`src/rtl/imem_boot_loader_if.sv`:
```
// Byte-stream receive channel and instruction-memory write port of the boot loader.
// The slave modport is the loader's view; master is the host/memory side.
interface imem_boot_loader_if #(
    parameter int unsigned ADDR_W = 6
);
    logic [7:0]        rx_data;
    logic              rx_valid;
    logic              rx_ready;
    logic              im_we;
    logic [ADDR_W-1:0] im_waddr;
    logic [31:0]       im_wdata;

    modport master (
        output rx_data, rx_valid,
        input  rx_ready, im_we, im_waddr, im_wdata
    );

    modport slave (
        input  rx_data, rx_valid,
        output rx_ready, im_we, im_waddr, im_wdata
    );
endinterface

```
`src/rtl/imem_boot_loader.sv`:
```
// Boot sequencer: loads a length-prefixed byte stream into instruction memory,
// releases the core, counts cycles until the halt instruction and parks the core.
module imem_boot_loader #(
    parameter int unsigned N          = 64,
    parameter int unsigned ADDR_W     = 6,
    parameter logic [31:0] HALT_INSTR = 32'hD4400000
) (
    input  logic                clk,
    input  logic                reset,
    imem_boot_loader_if.slave   bus,
    output logic                cpu_reset,
    input  logic [N-1:0]        cpu_pc,
    input  logic [31:0]         cpu_instr,
    output logic [31:0]         cycle_count,
    output logic [N-1:0]        halt_pc,
    output logic                done,
    output logic                overflow
);

    typedef enum logic [2:0] {
        StHdrLo,
        StHdrHi,
        StLoad,
        StFlush,
        StRun,
        StDone
    } state_e;

    localparam logic [16:0] Capacity = 17'(1) << ADDR_W;

    state_e            state_q, state_d;
    logic [15:0]       len_q, len_d;
    logic [1:0]        byte_idx_q, byte_idx_d;
    logic [15:0]       word_idx_q, word_idx_d;
    logic [23:0]       word_q, word_d;
    logic              im_we_q, im_we_d;
    logic [ADDR_W-1:0] im_waddr_q, im_waddr_d;
    logic [31:0]       im_wdata_q, im_wdata_d;
    logic [31:0]       cycle_q, cycle_d;
    logic [N-1:0]      halt_pc_q, halt_pc_d;
    logic              overflow_q, overflow_d;

    logic        accept;
    logic [15:0] word_idx_inc;
    logic [31:0] cycle_inc;

    assign bus.rx_ready = (state_q == StHdrLo) || (state_q == StHdrHi) || (state_q == StLoad);
    assign accept       = bus.rx_valid && bus.rx_ready;
    assign word_idx_inc = word_idx_q + 16'd1;
    assign cycle_inc    = (cycle_q == 32'hFFFF_FFFF) ? cycle_q : cycle_q + 32'd1;

    always_comb begin
        state_d    = state_q;
        len_d      = len_q;
        byte_idx_d = byte_idx_q;
        word_idx_d = word_idx_q;
        word_d     = word_q;
        im_we_d    = 1'b0;
        im_waddr_d = im_waddr_q;
        im_wdata_d = im_wdata_q;
        cycle_d    = cycle_q;
        halt_pc_d  = halt_pc_q;
        overflow_d = overflow_q;

        unique case (state_q)
            StHdrLo: begin
                if (accept) begin
                    len_d[7:0] = bus.rx_data;
                    state_d    = StHdrHi;
                end
            end
            StHdrHi: begin
                if (accept) begin
                    len_d[15:8] = bus.rx_data;
                    byte_idx_d  = 2'd0;
                    word_idx_d  = 16'd0;
                    state_d     = ({bus.rx_data, len_q[7:0]} == 16'd0) ? StRun : StLoad;
                end
            end
            StLoad: begin
                if (accept) begin
                    byte_idx_d = byte_idx_q + 2'd1;
                    case (byte_idx_q)
                        2'd0: word_d[7:0]   = bus.rx_data;
                        2'd1: word_d[15:8]  = bus.rx_data;
                        2'd2: word_d[23:16] = bus.rx_data;
                        default: begin
                            im_wdata_d = {bus.rx_data, word_q};
                            im_waddr_d = word_idx_q[ADDR_W-1:0];
                            // Words past capacity are swallowed so the stream stays in sync.
                            if ({1'b0, word_idx_q} < Capacity) begin
                                im_we_d = 1'b1;
                            end else begin
                                overflow_d = 1'b1;
                            end
                            word_idx_d = word_idx_inc;
                            if (word_idx_inc == len_q) begin
                                state_d = StFlush;
                            end
                        end
                    endcase
                end
            end
            StFlush: begin
                // Lets the final write land before the core's first fetch.
                state_d = StRun;
            end
            StRun: begin
                cycle_d = cycle_inc;
                if (cpu_instr == HALT_INSTR) begin
                    halt_pc_d = cpu_pc;
                    state_d   = StDone;
                end
            end
            StDone: begin
            end
            default: state_d = StHdrLo;
        endcase
    end

    always_ff @(posedge clk) begin
        if (reset) begin
            state_q    <= StHdrLo;
            len_q      <= 16'd0;
            byte_idx_q <= 2'd0;
            word_idx_q <= 16'd0;
            word_q     <= 24'd0;
            im_we_q    <= 1'b0;
            im_waddr_q <= '0;
            im_wdata_q <= 32'd0;
            cycle_q    <= 32'd0;
            halt_pc_q  <= '0;
            overflow_q <= 1'b0;
        end else begin
            state_q    <= state_d;
            len_q      <= len_d;
            byte_idx_q <= byte_idx_d;
            word_idx_q <= word_idx_d;
            word_q     <= word_d;
            im_we_q    <= im_we_d;
            im_waddr_q <= im_waddr_d;
            im_wdata_q <= im_wdata_d;
            cycle_q    <= cycle_d;
            halt_pc_q  <= halt_pc_d;
            overflow_q <= overflow_d;
        end
    end

    assign bus.im_we    = im_we_q;
    assign bus.im_waddr = im_waddr_q;
    assign bus.im_wdata = im_wdata_q;
    assign cpu_reset    = (state_q != StRun);
    assign done         = (state_q == StDone);
    assign cycle_count  = cycle_q;
    assign halt_pc      = halt_pc_q;
    assign overflow     = overflow_q;

endmodule

```
`src/flat_wrapper.sv`:
```
// flat-port wrapper written by rule: the top's interface ports become plain ports
module imem_boot_loader_flat 
#(
    parameter int unsigned N          = 64,
    parameter int unsigned ADDR_W     = 6,
    parameter logic [31:0] HALT_INSTR = 32'hD4400000
)
  (clk, reset, cpu_reset, cpu_pc, cpu_instr, cycle_count, halt_pc, done, overflow, bus_rx_data, bus_rx_valid, bus_rx_ready, bus_im_we, bus_im_waddr, bus_im_wdata);
  imem_boot_loader_if #(.ADDR_W(ADDR_W)) bus_i ();
  input  logic clk;
  input  logic reset;
  output logic cpu_reset;
  input  logic [N-1:0] cpu_pc;
  input  logic [31:0] cpu_instr;
  output logic [31:0] cycle_count;
  output logic [N-1:0] halt_pc;
  output logic done;
  output logic overflow;
  input wire logic [$bits(bus_i.rx_data)-1:0] bus_rx_data;
  input wire logic [$bits(bus_i.rx_valid)-1:0] bus_rx_valid;
  output wire logic [$bits(bus_i.rx_ready)-1:0] bus_rx_ready;
  output wire logic [$bits(bus_i.im_we)-1:0] bus_im_we;
  output wire logic [$bits(bus_i.im_waddr)-1:0] bus_im_waddr;
  output wire logic [$bits(bus_i.im_wdata)-1:0] bus_im_wdata;
  assign bus_i.rx_data = bus_rx_data;
  assign bus_i.rx_valid = bus_rx_valid;
  assign bus_rx_ready = bus_i.rx_ready;
  assign bus_im_we = bus_i.im_we;
  assign bus_im_waddr = bus_i.im_waddr;
  assign bus_im_wdata = bus_i.im_wdata;
  imem_boot_loader #(.N(N), .ADDR_W(ADDR_W), .HALT_INSTR(HALT_INSTR)) u_core (.clk(clk), .reset(reset), .bus(bus_i), .cpu_reset(cpu_reset), .cpu_pc(cpu_pc), .cpu_instr(cpu_instr), .cycle_count(cycle_count), .halt_pc(halt_pc), .done(done), .overflow(overflow));
endmodule
```
`config.mk`:
```
export PLATFORM = sky130hd
export DESIGN_NAME = imem_boot_loader_flat
export DESIGN_NICKNAME = d
export VERILOG_FILES = /design/src/rtl/imem_boot_loader_if.sv /design/src/rtl/imem_boot_loader.sv /design/src/flat_wrapper.sv
export SDC_FILE = /design/constraint.sdc
export NUM_CORES = 1
export LEC_CHECK = 0
export ABC_CLOCK_PERIOD_IN_PS = 2400
export BUFFER_PORTS_ARGS = -buffer_cell sky130_fd_sc_hd__buf_2
export CORE_MARGIN = 2
export CORE_UTILIZATION = 53
export CTS_BUF_LIST = sky130_fd_sc_hd__clkbuf_8
export DETAILED_ROUTE_END_ITERATION = 8
export PLACE_DENSITY = 0.81
export SYNTH_ARGS = -nofsm -noshare
export SYNTH_HDL_FRONTEND = slang
export SYNTH_SLANG_ARGS = --single-unit
```
`constraint.sdc`:
```
create_clock -name clk -period 2.4 [get_ports clk]
set_input_delay 0.24 -clock clk [delete_from_list [all_inputs] [get_ports clk]]
set_output_delay 0.24 -clock clk [all_outputs]
set_load 0.02 [all_outputs]
```
==> results of run 1 <==
## power breakdown
part           leakage, nW  total, mW  switching, mW  internal, mW
clock                0.202       2.16           1.29         0.869
combinational         2.45      0.493          0.265         0.228
sequential            1.59       3.33         0.0339          3.30
## per-stage QoR
stage / instance area (um^2) / utilization (%) / power, mW / worst slack [ps] / cells
5_1_grt: 10600 / 70.0 / 6.19 / 103 / 1531
3_3_place_gp: 9610 / 63.4 / 3.80 / 152 / 1439
2_1_floorplan: 8190 / - / 3.62 / 266 / 1056
4_1_cts: 10600 / 70.0 / 5.99 / 254 / 1531
3_5_place_dp: 9610 / 63.4 / 3.80 / 142 / 1439
6_report: 10600 / 70.0 / 5.99 / 223 / 1531
## metal layers
metal  part of all wire (%)  wire length, um
met1                     41            10400
met2                     49            12700
met3                    6.6             1690
met4                    3.2              828
met5                      0                0
## how the worst min path moves through the flow
stage | from | to | cells after the start
5_1_grt | cpu_pc[6] | u_core.halt_pc[6] | 3
3_3_place_gp | u_core.halt_pc[44] | u_core.halt_pc[44] | 2
4_1_cts | cpu_pc[6] | u_core.halt_pc[6] | 3
6_report | cpu_pc[6] | u_core.halt_pc[6] | 3
2_1_floorplan | bus_rx_data[2] | u_core.len_q[10] | 2
3_5_place_dp | u_core.halt_pc[3] | u_core.halt_pc[3] | 2
## final cells by class
class	instances	share of cell area [%]
Clock buffer	17	2.21
Multi-Input combinational cell	776	37.3
Clock inverter	15	1.58
Sequential cell	197	37.2
Tap cell	188	2.22
Inverter	12	0.425
Timing Repair Buffer	326	19.1
## sequential cells by signal (all words and copies together) (netlist names)
register             flops
u_core.byte_idx_q        2
u_core.bus.im_waddr      6
u_core.bus.im_wdata     32
u_core.halt_pc          64
u_core.state_q           3
u_core.word_q           24
u_core.cycle_count      32
u_core.len_q            16
u_core.word_idx_q       16
u_core.bus.im_we         1
u_core.overflow          1
## cells in the final DEF (no fill, tap or decap), drive strengths merged, types with 17 or more instances in the layout
cell	count
nand2	303
clkbuf	17
nand3	40
buf	266
xnor2	32
inv	19
a21oi	171
dfxtp	197
dlygate4sd3	60
o21ai	23
nor2	62
nor4	18
## cells by family (layout without fill, tap and decap cells)
group / count (synthesis) / in the layout / share of synthesized area [%]
AND/OR/NAND/NOR: 504 / 504 / 27.7
XOR/XNOR: 41 / 41 / 4.38
flip-flops: 197 / 197 / 48.1
buffers and inverters: 83 / 370 / 3.89
AO/OA/AOI/OAI: 223 / 223 / 14.7
adder cells (fa/ha/maj): 6 / 6 / 0.916
multiplexers: 2 / 2 / 0.260
## repair_timing
action / CTS / global route
endpoints found under the setup margin: 0 / 0
setup buffers: 0 / 0
endpoints found under the hold margin: 60 / 0
hold buffers: 60 / 0
gates resized for setup: 0 / 0
## critical path, cell delays in order, from the launching register on
cell and delay (ps):
dfxtp_1 430, and4_1 270, nand4_2 210, or4b_1 700, or3_1 360, a21oi_1 140
==> impl_metrics.yaml, run 1 <==
job:
  drv_cap: 0
yosys:
  ys_async_sr_fraction_pct: 0
  synth_common_cells: "nand2_1 (303), dfxtp_1 (197), a21oi_1 (171)"
  ys_ff_latch: 197
  synth.top_cells.by_area: "dfxtp_1 (48%), nand2_1 (14%), a21oi_1 (10%)"
  synth.yosys.seq_area_share_pct: 48.1
  synth_top_area_share_pct: 48.1
  yosysWarnings: 0
  synth_edf_count: 0
  synthCells: 1056
  syn_avg_cell_area_um2: 7.76
  mappedNetlistArea_um2: 8190
  synth.most_common_cell: "nand2_1"
  ys_types: 50
  syn_nets: 1169
  synth.largest_area_cell: "dfxtp_1"
  ys.flop_type: "dfxtp_1"
critical_path:
  criticalPathCategory: "flop to flop"
  arrival_ps: 2580
  crit_required_ps: 2800
  startpoint_type: "flop"
  reg2reg_depth: 5
  crit_path_end: "u_core.cycle_count[29]"
  cp_max_fo: 7
  crit_path_start: "u_core.cycle_count[14]"
  r2r_setup_slack_ps: 220
  r2r_end: "u_core.cycle_count[29]"
  crit_path_end_kind: "flop"
  timing.rr.start: "u_core.cycle_count[14]"
cts:
  cts_tree: "done"
  cts_made_buffers: 17
  cts.clk_slew.worst_paths_ps: 110
  cts_root_buf: "clkbuf_8"
  insertion_delay_ps: 480
  cts_num_sinks: 197
  clockBufferDepth: 2
  htree_levels: 4
final_layout:
  syn_to_final_growth_pct: 29.5
  drive_gt1_share_pct: 22.7
  nets: 1443
  fillers: 1181
  diodes: 0
  regArea_um2: 3940
  multiInputGateArea_um2: 3950
sta:
  hold_viol_final: 0
  setup_viol: 0
  finalSetupTns_ps: 0
  tightestPinTransition_ps: 721
  period_needed_ps: 2180
  skew_ps: 22.5
  holdWs_ps: 29.1
  rsz0062_at_grt: "no"
  slew-limit-headroom_pct: 51.5
  finalCritPeriodShare_pct: 90.7
  maxSlewViolCount: 0
  fmaxAchievable_mhz: 459
outcome:
  status: "finished clean"
route:
  dr.pass1.iters: 6
  drtIter0Drc: 664
  vias_per_cell: 5.62
  wirelength_um: 25600
  drcViolationCount: 0
  ant_nets: 0
  vias: 8601
  detail_route.wl_per_cell_um: 16.7
global_routing:
  grt_util_met1_pct: 38.5
  use_met2_pct: 50.5
  grt.total_usage_pct: 30.4
  use_met3_pct: 6.65
  grt_start_max_net_pins: 73
  grt_first_pass_wirelength_um: 40000
  busiest_layer: "met2"
  grt_pass1_vias: 8006
  gr-total-overflow: 0
  antenna_found_initial: 0
power_and_ir_drop:
  vdd_drop_max_uv: 639
  p_leak_nw: 4.24
  power_density_nw_per_um2: 564
die:
  die_h_um: 128
  die_w_um: 128
  row_count: 45
  core_area_um2: 15100
  die_area_um2: 16500
  initial_core_util_pct: 54.1
  ioPinCount: 246
place:
  io_buffers: 245
  place.detailed.hpwl_um: 15900
  gp_congestion: 0.900
hold_path:
  hold_class: "primary input to flop"
Note: power is estimated with default switching activity, not from simulation.
==> run 2, diff against run 1 <==
--- a/config.mk
+++ b/config.mk
@@ -10,6 +10,7 @@
 export CORE_MARGIN = 2
 export CORE_UTILIZATION = 53
 export CTS_BUF_LIST = sky130_fd_sc_hd__clkbuf_8
+export CTS_CLUSTER_SIZE = 25
 export DETAILED_ROUTE_END_ITERATION = 8
 export PLACE_DENSITY = 0.81
 export SYNTH_ARGS = -nofsm -noshare
==> constraint.sdc (replaced) <==
create_clock -name clk -period 2.4 [get_ports clk]
set_input_delay 0.12 -clock clk [delete_from_list [all_inputs] [get_ports clk]]
set_output_delay 0.12 -clock clk [all_outputs]
set_load 0.02 [all_outputs]
==> run 2 against run 1 <==
Effect of this change: clock power is essentially flat; non-clock buffer count increased by 12; total power fell by 0.15%; core utilization up 0.74 points; global-route usage is 0.29 points lower; via count is 0.92% higher; clock skew decreased by 1.9 ps; final cell count rose by 0.85%; worst hold slack improved by 120 ps; fmax down 2.8%; final area up 1.0%.
==> impl_metrics.yaml, run 2 (same netlist as run 1, synthesis figures left out) <==
sta:
  slew-limit-headroom_pct: 48.2
  finalSetupTns_ps: 0
  maxSlewViolCount: 0
  tightestPinTransition_ps: 777
  hold_viol_final: 0
  skew_ps: 20.7
  holdWs_ps: 151
  setup_viol: 0
  period_needed_ps: 2240
  finalCritPeriodShare_pct: 93.3
  rsz0062_at_grt: "no"
  fmaxAchievable_mhz: 447
final_layout:
  nets: 1455
  layout_common_cells: "nand2_1 (302), buf_2 (244), dfxtp_1 (197), a21oi_1 (171), dlygate4sd3_1 (72)"
  regArea_um2: 3940
  layout_commonest_cell: "nand2_1"
  syn_to_final_growth_pct: 30.8
  multiInputGateArea_um2: 3950
  largest_reg_flops: 64
  drive_gt1_share_pct: 22.6
  fin_util_pct: 70.8
  fillers: 1132
  fin_cells: 1544
cts:
  cts_resized: 0
  cts.clk_slew.worst_paths_ps: 110
  htree_levels: 4
  cts_num_sinks: 197
  cts_tree: "done"
  cts_made_buffers: 17
  insertion_delay_ps: 490
  cts_root_buf: "clkbuf_8"
  clockBufferDepth: 2
  post_cts_buffers: 0
place:
  gp_congestion: 0.856
  place.detailed.hpwl_um: 15800
  placed_cells: 1439
  io_buffers: 245
critical_path:
  criticalPathCategory: "flop to flop"
  startpoint_type: "flop"
  cp_max_fo: 7
  crit_required_ps: 2760
  crit_path_end_kind: "flop"
  arrival_ps: 2600
route:
  drcViolationCount: 0
  detail_route.wl_per_cell_um: 16.5
  vias_per_cell: 5.62
  drtIter0Drc: 655
  vias: 8680
  dr.pass1.iters: 5
  wirelength_um: 25400
  ant_nets: 0
global_routing:
  grt_start_max_net_pins: 103
  grt_first_pass_wirelength_um: 39700
  grt.total_usage_pct: 30.1
  grt_pass1_vias: 8146
  antenna_found_initial: 0
  gr-total-overflow: 0
power_and_ir_drop:
  p_leak_nw: 4.28
  vdd_drop_max_uv: 499
  power_density_nw_per_um2: 558
outcome:
  status: "finished clean"
die:
  die_h_um: 128
  die_area_um2: 16500
  initial_core_util_pct: 54.1
  ioPinCount: 246
  die_w_um: 128
  row_count: 45
  core_area_um2: 15100
job:
  drv_cap: 0
hold_path:
  hold_class: "primary input to flop"
==> run 2: critical path: stages, from the launching register on <==
cell and delay [ps]:
dfxtp_1 390, and4_1 350, nand4_2 210, or4b_1 670
nor3_1 260, xnor2_1 180, nor2_1 60
==> run 2: layer usage <==
metal	up-vias	part of all wire (%)	GRT usage, %
met5	-	0	0
met2	389	49	49.3
met4	0	3.9	15.3
li1	4159	-	-
met3	88	6.9	7.73
met1	4044	40	37.0
==> run 2: final timing paths <==
path / startpoint / end / slack (ps) / cells past startpoint
setup / recovery: u_core.cycle_count[16] / u_core.cycle_count[31] / 160 / 6
hold / removal: reset / u_core.halt_pc[63] / 150 / 2
setup reg to reg: u_core.cycle_count[16] / u_core.cycle_count[31] / 160 / 6
hold reg to reg: u_core.halt_pc[63] / u_core.halt_pc[63] / 460 / 2
==> run 2: final cells by class <==
class | instances | area share (%)
clock inverter | 15 | 1.46
clock buffer | 17 | 2.18
inverter | 12 | 0.420
sequential | 197 | 36.8
multi-input combinational | 776 | 36.9
antenna | 1 | 0.0233
timing repair buffer | 338 | 20.0
tap | 188 | 2.19
==> run 2: what timing repair did <==
item,4_1_cts,5_1_grt
setup endpoints to repair,0,0
hold endpoints to repair,112,0
hold buffers,72,0
==> run 2: per-stage QoR <==
step	power (mW)	instance area, um^2	worst slack (ps)
floorplan	3.62	8190	266
global placement	3.80	9610	333
detailed placement	3.80	9610	194
CTS	5.97	10700	146
global route	6.18	10700	20.6
finish	5.98	10700	161
==> run 2: power by group <==
group	switching (mW)	total (mW)	leakage [nW]	internal, mW
sequential	0.0325	3.33	1.59	3.30
combinational	0.268	0.508	2.50	0.239
clock	1.35	2.14	0.195	0.788
